<file path="src/rtl/csi2_rx_glue.sv">
// ============================================================================
// Module   : csi2_rx_glue
// Purpose  : CSI-2 RX packet-parser to byte-to-pixel glue; frame/line tracking,
//            DT/VC filtering, word-count enforcement, error and line statistics.
// Revision : 1.0 - initial release
// ============================================================================
`default_nettype none

module csi2_rx_glue #(
    parameter logic [5:0] DT         = 6'h2A,
    parameter logic [1:0] VC         = 2'b00,
    parameter int         LINE_CNT_W = 12
) (
    input  logic                  reset_byte_n_i,
    input  logic                  byte_clk_i,
    input  logic                  rx_sp_en_i,
    input  logic                  rx_lp_en_i,
    input  logic [5:0]            rx_dt_i,
    input  logic [1:0]            rx_vc_i,
    input  logic [15:0]           rx_wc_i,
    input  logic                  rx_payload_en_i,
    input  logic [63:0]           rx_payload_i,
    output logic                  b2p_fv_o,
    output logic                  b2p_lv_o,
    output logic                  b2p_byte_en_o,
    output logic [63:0]           b2p_byte_data_o,
    output logic [7:0]            b2p_byte_keep_o,
    output logic                  b2p_line_end_o,
    output logic [15:0]           frame_cnt_o,
    output logic [LINE_CNT_W-1:0] line_cnt_o,
    output logic [LINE_CNT_W-1:0] lines_last_frame_o,
    output logic                  err_proto_o,
    output logic                  err_wc_o
);

    typedef enum logic [1:0] {
        ST_IDLE  = 2'd0,
        ST_FRAME = 2'd1,
        ST_LINE  = 2'd2,
        ST_DROP  = 2'd3
    } state_t;

    state_t                state_q, state_d;
    logic                  base_q, base_d;     // DROP returns to FRAME when set, IDLE otherwise
    logic [15:0]           rem_q, rem_d;
    logic                  fv_q, fv_d;
    logic                  lv_q, lv_d;
    logic                  en_q, en_d;
    logic [63:0]           data_q, data_d;
    logic [7:0]            keep_q, keep_d;
    logic                  le_q, le_d;
    logic [15:0]           frame_cnt_q, frame_cnt_d;
    logic [LINE_CNT_W-1:0] line_cnt_q, line_cnt_d;
    logic [LINE_CNT_W-1:0] llf_q, llf_d;
    logic                  errp_q, errp_d;
    logic                  errw_q, errw_d;

    logic                  hdr_any, hdr_both, vc_ok, is_fs, is_fe, is_acc;
    logic [7:0]            keep_w;
    logic [15:0]           rem_dec;
    logic [LINE_CNT_W-1:0] lc;
    state_t                ctx;
    logic                  last_beat;

    assign hdr_any  = rx_sp_en_i | rx_lp_en_i;
    assign hdr_both = rx_sp_en_i & rx_lp_en_i;
    assign vc_ok    = (rx_vc_i == VC);
    assign is_fs    = rx_sp_en_i & vc_ok & (rx_dt_i == 6'h00);
    assign is_fe    = rx_sp_en_i & vc_ok & (rx_dt_i == 6'h01);
    assign is_acc   = rx_lp_en_i & vc_ok & (rx_dt_i == DT);
    assign keep_w   = (rem_q >= 16'd8) ? 8'hFF : ~(8'hFF << rem_q[2:0]);
    assign rem_dec  = (rem_q >= 16'd8) ? (rem_q - 16'd8) : 16'd0;

    always_comb begin
        state_d     = state_q;
        base_d      = base_q;
        rem_d       = rem_q;
        fv_d        = fv_q;
        en_d        = 1'b0;
        data_d      = '0;
        keep_d      = '0;
        le_d        = 1'b0;
        errp_d      = 1'b0;
        errw_d      = 1'b0;
        frame_cnt_d = frame_cnt_q;
        llf_d       = llf_q;
        lc          = line_cnt_q;
        ctx         = state_q;
        last_beat   = 1'b0;

        if (hdr_both) begin
            errp_d = 1'b1;
        end else begin
            if (state_q == ST_LINE || state_q == ST_DROP) begin
                if (hdr_any) begin
                    // Truncated packet: close it out, then let the header act from the outer state
                    errw_d = 1'b1;
                    rem_d  = '0;
                    if (state_q == ST_LINE) begin
                        le_d = 1'b1;
                        lc   = lc + LINE_CNT_W'(1);
                        ctx  = ST_FRAME;
                    end else begin
                        ctx = base_q ? ST_FRAME : ST_IDLE;
                    end
                end else if (rx_payload_en_i) begin
                    rem_d = rem_dec;
                    if (state_q == ST_LINE) begin
                        en_d   = 1'b1;
                        data_d = rx_payload_i;
                        keep_d = keep_w;
                    end
                    if (rem_dec == 16'd0) begin
                        if (state_q == ST_LINE) begin
                            le_d      = 1'b1;
                            last_beat = 1'b1;
                            lc        = lc + LINE_CNT_W'(1);
                            state_d   = ST_FRAME;
                        end else begin
                            state_d = base_q ? ST_FRAME : ST_IDLE;
                        end
                    end
                end
            end

            if (ctx == ST_IDLE || ctx == ST_FRAME) begin
                if (hdr_any) begin
                    state_d = ctx;
                end
                if (ctx == ST_IDLE) begin
                    if (is_fs) begin
                        state_d = ST_FRAME;
                        fv_d    = 1'b1;
                        lc      = '0;
                    end else if (is_fe) begin
                        errp_d = 1'b1;
                    end else if (rx_lp_en_i) begin
                        errp_d = is_acc;
                        rem_d  = rx_wc_i;
                        base_d = 1'b0;
                        if (rx_wc_i != 16'd0) begin
                            state_d = ST_DROP;
                        end
                    end
                end else begin
                    if (is_fe) begin
                        state_d     = ST_IDLE;
                        fv_d        = 1'b0;
                        frame_cnt_d = frame_cnt_q + 16'd1;
                        llf_d       = lc;
                    end else if (is_fs) begin
                        errp_d = 1'b1;
                        lc     = '0;
                    end else if (is_acc) begin
                        if (rx_wc_i != 16'd0) begin
                            state_d = ST_LINE;
                            rem_d   = rx_wc_i;
                        end else begin
                            errw_d = 1'b1;
                        end
                    end else if (rx_lp_en_i) begin
                        rem_d  = rx_wc_i;
                        base_d = 1'b1;
                        if (rx_wc_i != 16'd0) begin
                            state_d = ST_DROP;
                        end
                    end
                end
                if (!hdr_any && rx_payload_en_i) begin
                    errw_d = 1'b1;
                end
            end
        end

        // lv stays up through the final beat of a line and drops the cycle after
        lv_d       = (state_d == ST_LINE) || last_beat;
        line_cnt_d = lc;
    end

    always_ff @(posedge byte_clk_i or negedge reset_byte_n_i) begin
        if (!reset_byte_n_i) begin
            state_q     <= ST_IDLE;
            base_q      <= 1'b0;
            rem_q       <= '0;
            fv_q        <= 1'b0;
            lv_q        <= 1'b0;
            en_q        <= 1'b0;
            data_q      <= '0;
            keep_q      <= '0;
            le_q        <= 1'b0;
            frame_cnt_q <= '0;
            line_cnt_q  <= '0;
            llf_q       <= '0;
            errp_q      <= 1'b0;
            errw_q      <= 1'b0;
        end else begin
            state_q     <= state_d;
            base_q      <= base_d;
            rem_q       <= rem_d;
            fv_q        <= fv_d;
            lv_q        <= lv_d;
            en_q        <= en_d;
            data_q      <= data_d;
            keep_q      <= keep_d;
            le_q        <= le_d;
            frame_cnt_q <= frame_cnt_d;
            line_cnt_q  <= line_cnt_d;
            llf_q       <= llf_d;
            errp_q      <= errp_d;
            errw_q      <= errw_d;
        end
    end

    assign b2p_fv_o           = fv_q;
    assign b2p_lv_o           = lv_q;
    assign b2p_byte_en_o      = en_q;
    assign b2p_byte_data_o    = data_q;
    assign b2p_byte_keep_o    = keep_q;
    assign b2p_line_end_o     = le_q;
    assign frame_cnt_o        = frame_cnt_q;
    assign line_cnt_o         = line_cnt_q;
    assign lines_last_frame_o = llf_q;
    assign err_proto_o        = errp_q;
    assign err_wc_o           = errw_q;

endmodule

`default_nettype wire

</file>
<file path="config.mk">
export PLATFORM = sky130hd
export DESIGN_NAME = csi2_rx_glue
export DESIGN_NICKNAME = d
export VERILOG_FILES = /design/src/rtl/csi2_rx_glue.sv
export SDC_FILE = /design/constraint.sdc
export NUM_CORES = 1
export LEC_CHECK = 0
export CORE_MARGIN = 3
export CORE_UTILIZATION = 35
export DETAILED_ROUTE_END_ITERATION = 8
export PLACE_DENSITY = 0.75
export RECOVER_POWER = 50
export SLEW_MARGIN = 20
export SYNTH_ARGS = -nofsm -noshare
export SYNTH_HDL_FRONTEND = slang
export SYNTH_SLANG_ARGS = --single-unit
</file>
<file path="constraint.sdc">
create_clock -name byte_clk_i -period 5.7 [get_ports byte_clk_i]
set_input_delay 1.14 -clock byte_clk_i [delete_from_list [all_inputs] [get_ports byte_clk_i]]
set_output_delay 1.14 -clock byte_clk_i [all_outputs]
set_load 0.005 [all_outputs]
</file>
==> results of run 1 <==
through the flow:
step           power [mW]  instances
2_1_floorplan        1.27        605
3_3_place_gp         1.46       1006
3_5_place_dp         1.47       1006
4_1_cts              2.63       1038
5_1_grt              2.73       1038
6_report             2.61       1038
worst max path at each step:
stage               slack (ns)                  end      startpoint  cells after the start
finish                    1.94      frame_cnt_o[12]  reset_byte_n_i                      2
global route              1.29   b2p_byte_data_o[9]  reset_byte_n_i                      2
CTS                       1.94  b2p_byte_data_o[60]      rx_sp_en_i                      7
detailed placement        1.51  b2p_byte_data_o[35]      rx_sp_en_i                      7
global placement          1.60  b2p_byte_data_o[35]      rx_sp_en_i                      7
floorplan                 2.41      frame_cnt_o[15]      rx_sp_en_i                      8
metal layers:
layer | track usage [%] | routed length [microns]
met3 | 4.76 | 1350
met1 | 24.6 | 7480
met2 | 30.2 | 8610
met5 | 0 | 0
met4 | 5.77 | 290
sequential cells by signal (all words and copies together), names as in the netlist:
name                count
b2p_byte_keep_o         8
b2p_byte_data_o        64
base_q                  1
line_cnt_o             12
b2p_line_end_o          1
lines_last_frame_o     12
err_wc_o                1
rem_q                  16
b2p_lv_o                1
frame_cnt_o            16
b2p_fv_o                1
b2p_byte_en_o           1
state_q                 2
err_proto_o             1
cell families after synthesis:
group,after synthesis,share of synthesized area (%)
DFF,137,55.5
buffers and inverters,48,3.00
adders and majority gates,3,0.608
muxes,6,0.993
and+or+nand+nor,260,22.8
xor gates and xnor gates,23,3.26
AOI/OAI and AO/OA,128,13.7
power by group:
| part | switching, mW | internal [mW] | total (mW) |
|---|---|---|---|
| clock | 0.450 | 0.712 | 1.16 |
| sequential | 0.0777 | 1.02 | 1.09 |
| combinational | 0.168 | 0.188 | 0.356 |
area by class of cell:
class,count,share of cell area [%]
well taps,220,3.03
inverters,14,0.579
repair buffers,215,23.5
multi-input cells,420,28.2
flip-flops and latches,137,37.8
clock inverters,14,2.05
clock buffers,18,4.84
cells in the mapped netlist (4+ instances only):
master	n	area share, %
a21oi_1	35	2.8
nand4_1	11	1.1
nand3_1	20	1.6
buf_2	4	0.32
or3_1	7	0.71
and3_1	6	0.61
inv_1	14	0.85
o31ai_1	4	0.49
or4_1	14	1.7
xnor2_1	19	2.7
a31oi_1	9	0.91
a211oi_1	8	0.97
nor2_1	37	2.3
dfrtp_1	137	56
o211ai_1	11	1.3
nand2_1	53	3.2
a22o_1	5	0.71
nor3b_1	7	0.85
nor4_1	7	0.71
o21ai_0	22	1.8
clkbuf_1	30	1.8
nor3_1	17	1.4
mux2i_1	5	0.81
and2_1	68	6.9
xor2_1	4	0.57
o22a_1	5	0.71
==> flow_summary.yaml, run 1 <==
outcome:
  status: "finished with violations"
  failed_checks: "max-capacitance violations, max-slew violations"
clock_network:
  htreeDepth: 4
  cts.repair.resized: 0
  cts.root.buffer_cell: "clkbuf_16"
  cts_buffers: 17
  clock-sinks: 137
  clock_latency_ns: 0.42
  ctsHoldBuffers: 0
  cts_setup_buffers: 0
  path_clk_slew_ns: 0.06
  clockBufferDepth: 2
  tritoncts: "done"
sta:
  hold-worst-slack_ns: 0.469
  finalHoldViolations: 0
  finalSetupViolCount: 0
  fin_crit_ns: 3.76
  grt_setup_unrepaired: "no"
  max_freq_mhz: 266
  drv_slew: 50
  fin_crit_sh_pct: 66.0
  finalWorstSetupSlack_ns: 1.94
  max_slew_margin_pct: -73.5
  skew_ns: 0.00754
  fin_setup_tns_ns: 0
  tightestPinTransition_ns: 2.60
routing:
  routed_wl_mm: 17.7
  wire_per_inst_microns: 17.1
  drt_first_pass_iters: 5
  drcViolationCount: 0
  via_count: 5428
  drtIter0Drc: 474
  antenna_left: 0
  vias_per_cell: 5.23
critical_path:
  crit_type: "in -> async"
  cp_num_buf_inv: 2
  crit_fanout: 89
  crit_chain: "buf_6, clkbuf_1"
  critPathMaxStageDelay_ns: 1.92
  worst_ep_required_time_ns: 5.67
  cp_top_family: "buffers and inverters"
  cpMaxStageDelayCell: "clkbuf_1"
  critical_path_arrival_ns: 3.73
  rrSetupSlack_ns: 2.22
  cp-start-kind: "input port"
  reg2reg_from: "rem_q[3]"
  rr_worst_depth: 9
  crit_path_end_kind: "async pin"
  rr_endpoint: "lines_last_frame_o[5]"
layout:
  nets: 901
  fin_area_sq_um: 9080
  final_common_cell: "clkdlybuf4s50_1"
  mostFrequentLayoutCells: "150 x clkdlybuf4s50_1, 137 x dfrtp_1, 68 x and2_1"
  final_util_pct: 53.6
  regArea_sq_um: 3430
  multi_input_area_sq_um: 2560
  filler_cell_count: 1493
  num_antenna_cells: 0
  syn_to_final_growth_pct: 47.1
  drive_gt1_share_pct: 5.38
die:
  die-area_sq_um: 19300
  coreArea_sq_um: 16900
  rows: 47
  ios: 211
  die_w_microns: 139
  start_util_pct: 36.4
  die_h_microns: 139
min_path:
  min-delay-start: "lines_last_frame_o[6]"
  min_to: "lines_last_frame_o[6]"
  worstHoldPathCells: 2
  hold_class: "reg -> reg"
logic_synthesis:
  synthFlopType: "dfrtp_1"
  synth.distinct_cells: 56
  avgSynthCellArea_sq_um: 10.2
  yosysWarnings: 0
  syn_area_sq_um: 6170
  synth_edf_count: 0
  seq_area_frac_synth_pct: 55.5
  syn_inst: 605
  async_flop_share_pct: 100
  synth_nets: 701
  synth-seq-cells: 137
job:
  maxCapViolCount: 1
place:
  portBuffers: 210
  dp_hpwl_mm: 12.9
  post-place-ws_ns: 1.51
  place_area_sq_um: 8460
  gp_congestion: 0.870
power_and_ir_drop:
  power.leakage_nw: 4.11
  peakVddDrop_v: 0.000206
  cellPowerDensity_nw_per_um2: 288
grt:
  antenna_found_initial: 0
  grt_pass1_wl_mm: 28.8
  grt_max_degree: 90
  overflow: 0
  grt_pass1_vias: 5244
  grt_usage_pct: 18.6
No activity file was read; power rests on OpenSTA's default activity.
==> inputs of run 2 (changes only) <==
==> constraint.sdc (replaced) <==
create_clock -name byte_clk_i -period 3.64 [get_ports byte_clk_i]
set_input_delay 0.728 -clock byte_clk_i [delete_from_list [all_inputs] [get_ports byte_clk_i]]
set_output_delay 0.728 -clock byte_clk_i [all_outputs]
set_load 0.005 [all_outputs]
==> flow_summary.yaml, run 2 (synthesis gave the netlist of run 1 again) <==
outcome:
  status: "finished with violations"
  failed_checks: "max-capacitance violations, max-slew violations"
sta:
  finalHoldViolations: 0
  fin_setup_tns_ns: 0
  skew_ns: 0.00643
  hold-worst-slack_ns: 0.476
  fin_crit_ns: 3.20
  grt_setup_unrepaired: "no"
  drv_slew: 78
  fin_crit_sh_pct: 87.8
  finalWorstSetupSlack_ns: 0.444
  finalSetupViolCount: 0
  max_slew_margin_pct: -33.0
  max_freq_mhz: 313
  tightestPinTransition_ns: 2.00
layout:
  nets: 912
  drive_gt1_share_pct: 6.63
  fin_area_sq_um: 9140
  largest_register_ffs: 64
  syn_to_final_growth_pct: 48.1
  mostFrequentLayoutCells: "150 x clkdlybuf4s50_1, 137 x dfrtp_1, 68 x and2_1"
  stdcell_count: 1049
  num_antenna_cells: 0
  final_common_cell: "clkdlybuf4s50_1"
  final_util_pct: 54.0
grt:
  grt_pass1_vias: 5210
  antenna_found_initial: 0
  grt_usage_pct: 18.3
  grt_pass1_wl_mm: 28.2
  grt_max_degree: 79
  overflow: 0
routing:
  via_count: 5453
  drt_first_pass_iters: 5
  wire_per_inst_microns: 16.9
  routed_wl_mm: 17.7
  vias_per_cell: 5.20
  drcViolationCount: 0
  antenna_left: 0
  drtIter0Drc: 317
die:
  die_h_microns: 139
  rows: 47
  die-area_sq_um: 19300
  start_util_pct: 36.4
  die_w_microns: 139
  coreArea_sq_um: 16900
  ios: 211
clock_network:
  htreeDepth: 4
  tritoncts: "done"
  path_clk_slew_ns: 0.06
  cts.repair.resized: 0
  cts_setup_buffers: 0
  ctsHoldBuffers: 0
  cts.root.buffer_cell: "clkbuf_16"
  clock-sinks: 137
  clock_latency_ns: 0.41
  cts_buffers: 17
  clockBufferDepth: 2
place:
  portBuffers: 210
  dp_cells: 1017
  dp_hpwl_mm: 13.0
  gp_congestion: 0.889
  post-place-ws_ns: 0.223
  place_area_sq_um: 8580
critical_path:
  cp-start-kind: "register"
  worst_ep_required_time_ns: 3.97
  crit_type: "reg -> reg"
  critical_path_arrival_ns: 3.53
  crit_path_end_kind: "register"
  crit_fanout: 25
job:
  maxCapViolCount: 1
power_and_ir_drop:
  power.total_mw: 3.93
  cellPowerDensity_nw_per_um2: 430
  power.leakage_nw: 4.16
  peakVddDrop_v: 0.000368
min_path:
  hold_class: "reg -> reg"
run 2: final cells by class:
type | instances | area (sq um)
inverter | 14 | 52.6
sequential | 137 | 3430
fill | 1510 | 7800
tap | 220 | 275
timing repair buffer | 226 | 2250
multi-input combinational | 420 | 2560
clock inverter | 12 | 114
clock buffer | 20 | 457
run 2: worst paths after layout:
| path | start | end | slack (ns) | cells past startpoint |
|---|---|---|---|---|
| max in group asynchronous | reset_byte_n_i | rem_q[3] | 1.58 | 1 |
| max reg2reg | rem_q[4] | line_cnt_o[9] | 0.44 | 10 |
| max | rem_q[4] | line_cnt_o[9] | 0.44 | 10 |
| min | lines_last_frame_o[7] | lines_last_frame_o[7] | 0.48 | 2 |
| min in group asynchronous | reset_byte_n_i | lines_last_frame_o[11] | 0.86 | 1 |
| min reg2reg | lines_last_frame_o[7] | lines_last_frame_o[7] | 0.48 | 2 |
run 2: report_power, final:
group | internal, mW | total, mW | switching, mW
Combinational | 0.304 | 0.569 | 0.264
Clock | 0.984 | 1.65 | 0.671
Sequential | 1.59 | 1.71 | 0.118
Total | 2.88 | 3.93 | 1.05
run 2: routing by layer:
| metal | GRT usage, % | vias up | routed length, microns | share of wire, % |
|---|---|---|---|---|
| met1 | 24.5 | 2627 | 7700 | 44 |
| met5 | 0 | - | 0 | 0 |
| met2 | 29.5 | 226 | 8440 | 48 |
| met3 | 4.59 | 23 | 1310 | 7.4 |
| li1 | - | 2577 | - | - |
| met4 | 5.66 | 0 | 236 | 1.3 |
run 2: worst max-delay path, stage by stage, from the launching register on:
cell and delay [ns]:
dfrtp_1 0.47, inv_1 0.07, ha_1 0.27, o21bai_1 0.21, a311o_1 0.36, o31a_1 0.10, a2111o_1 0.52, a21o_1 0.32
buf_12 0.21, or4_1 0.50, o211ai_1 0.09
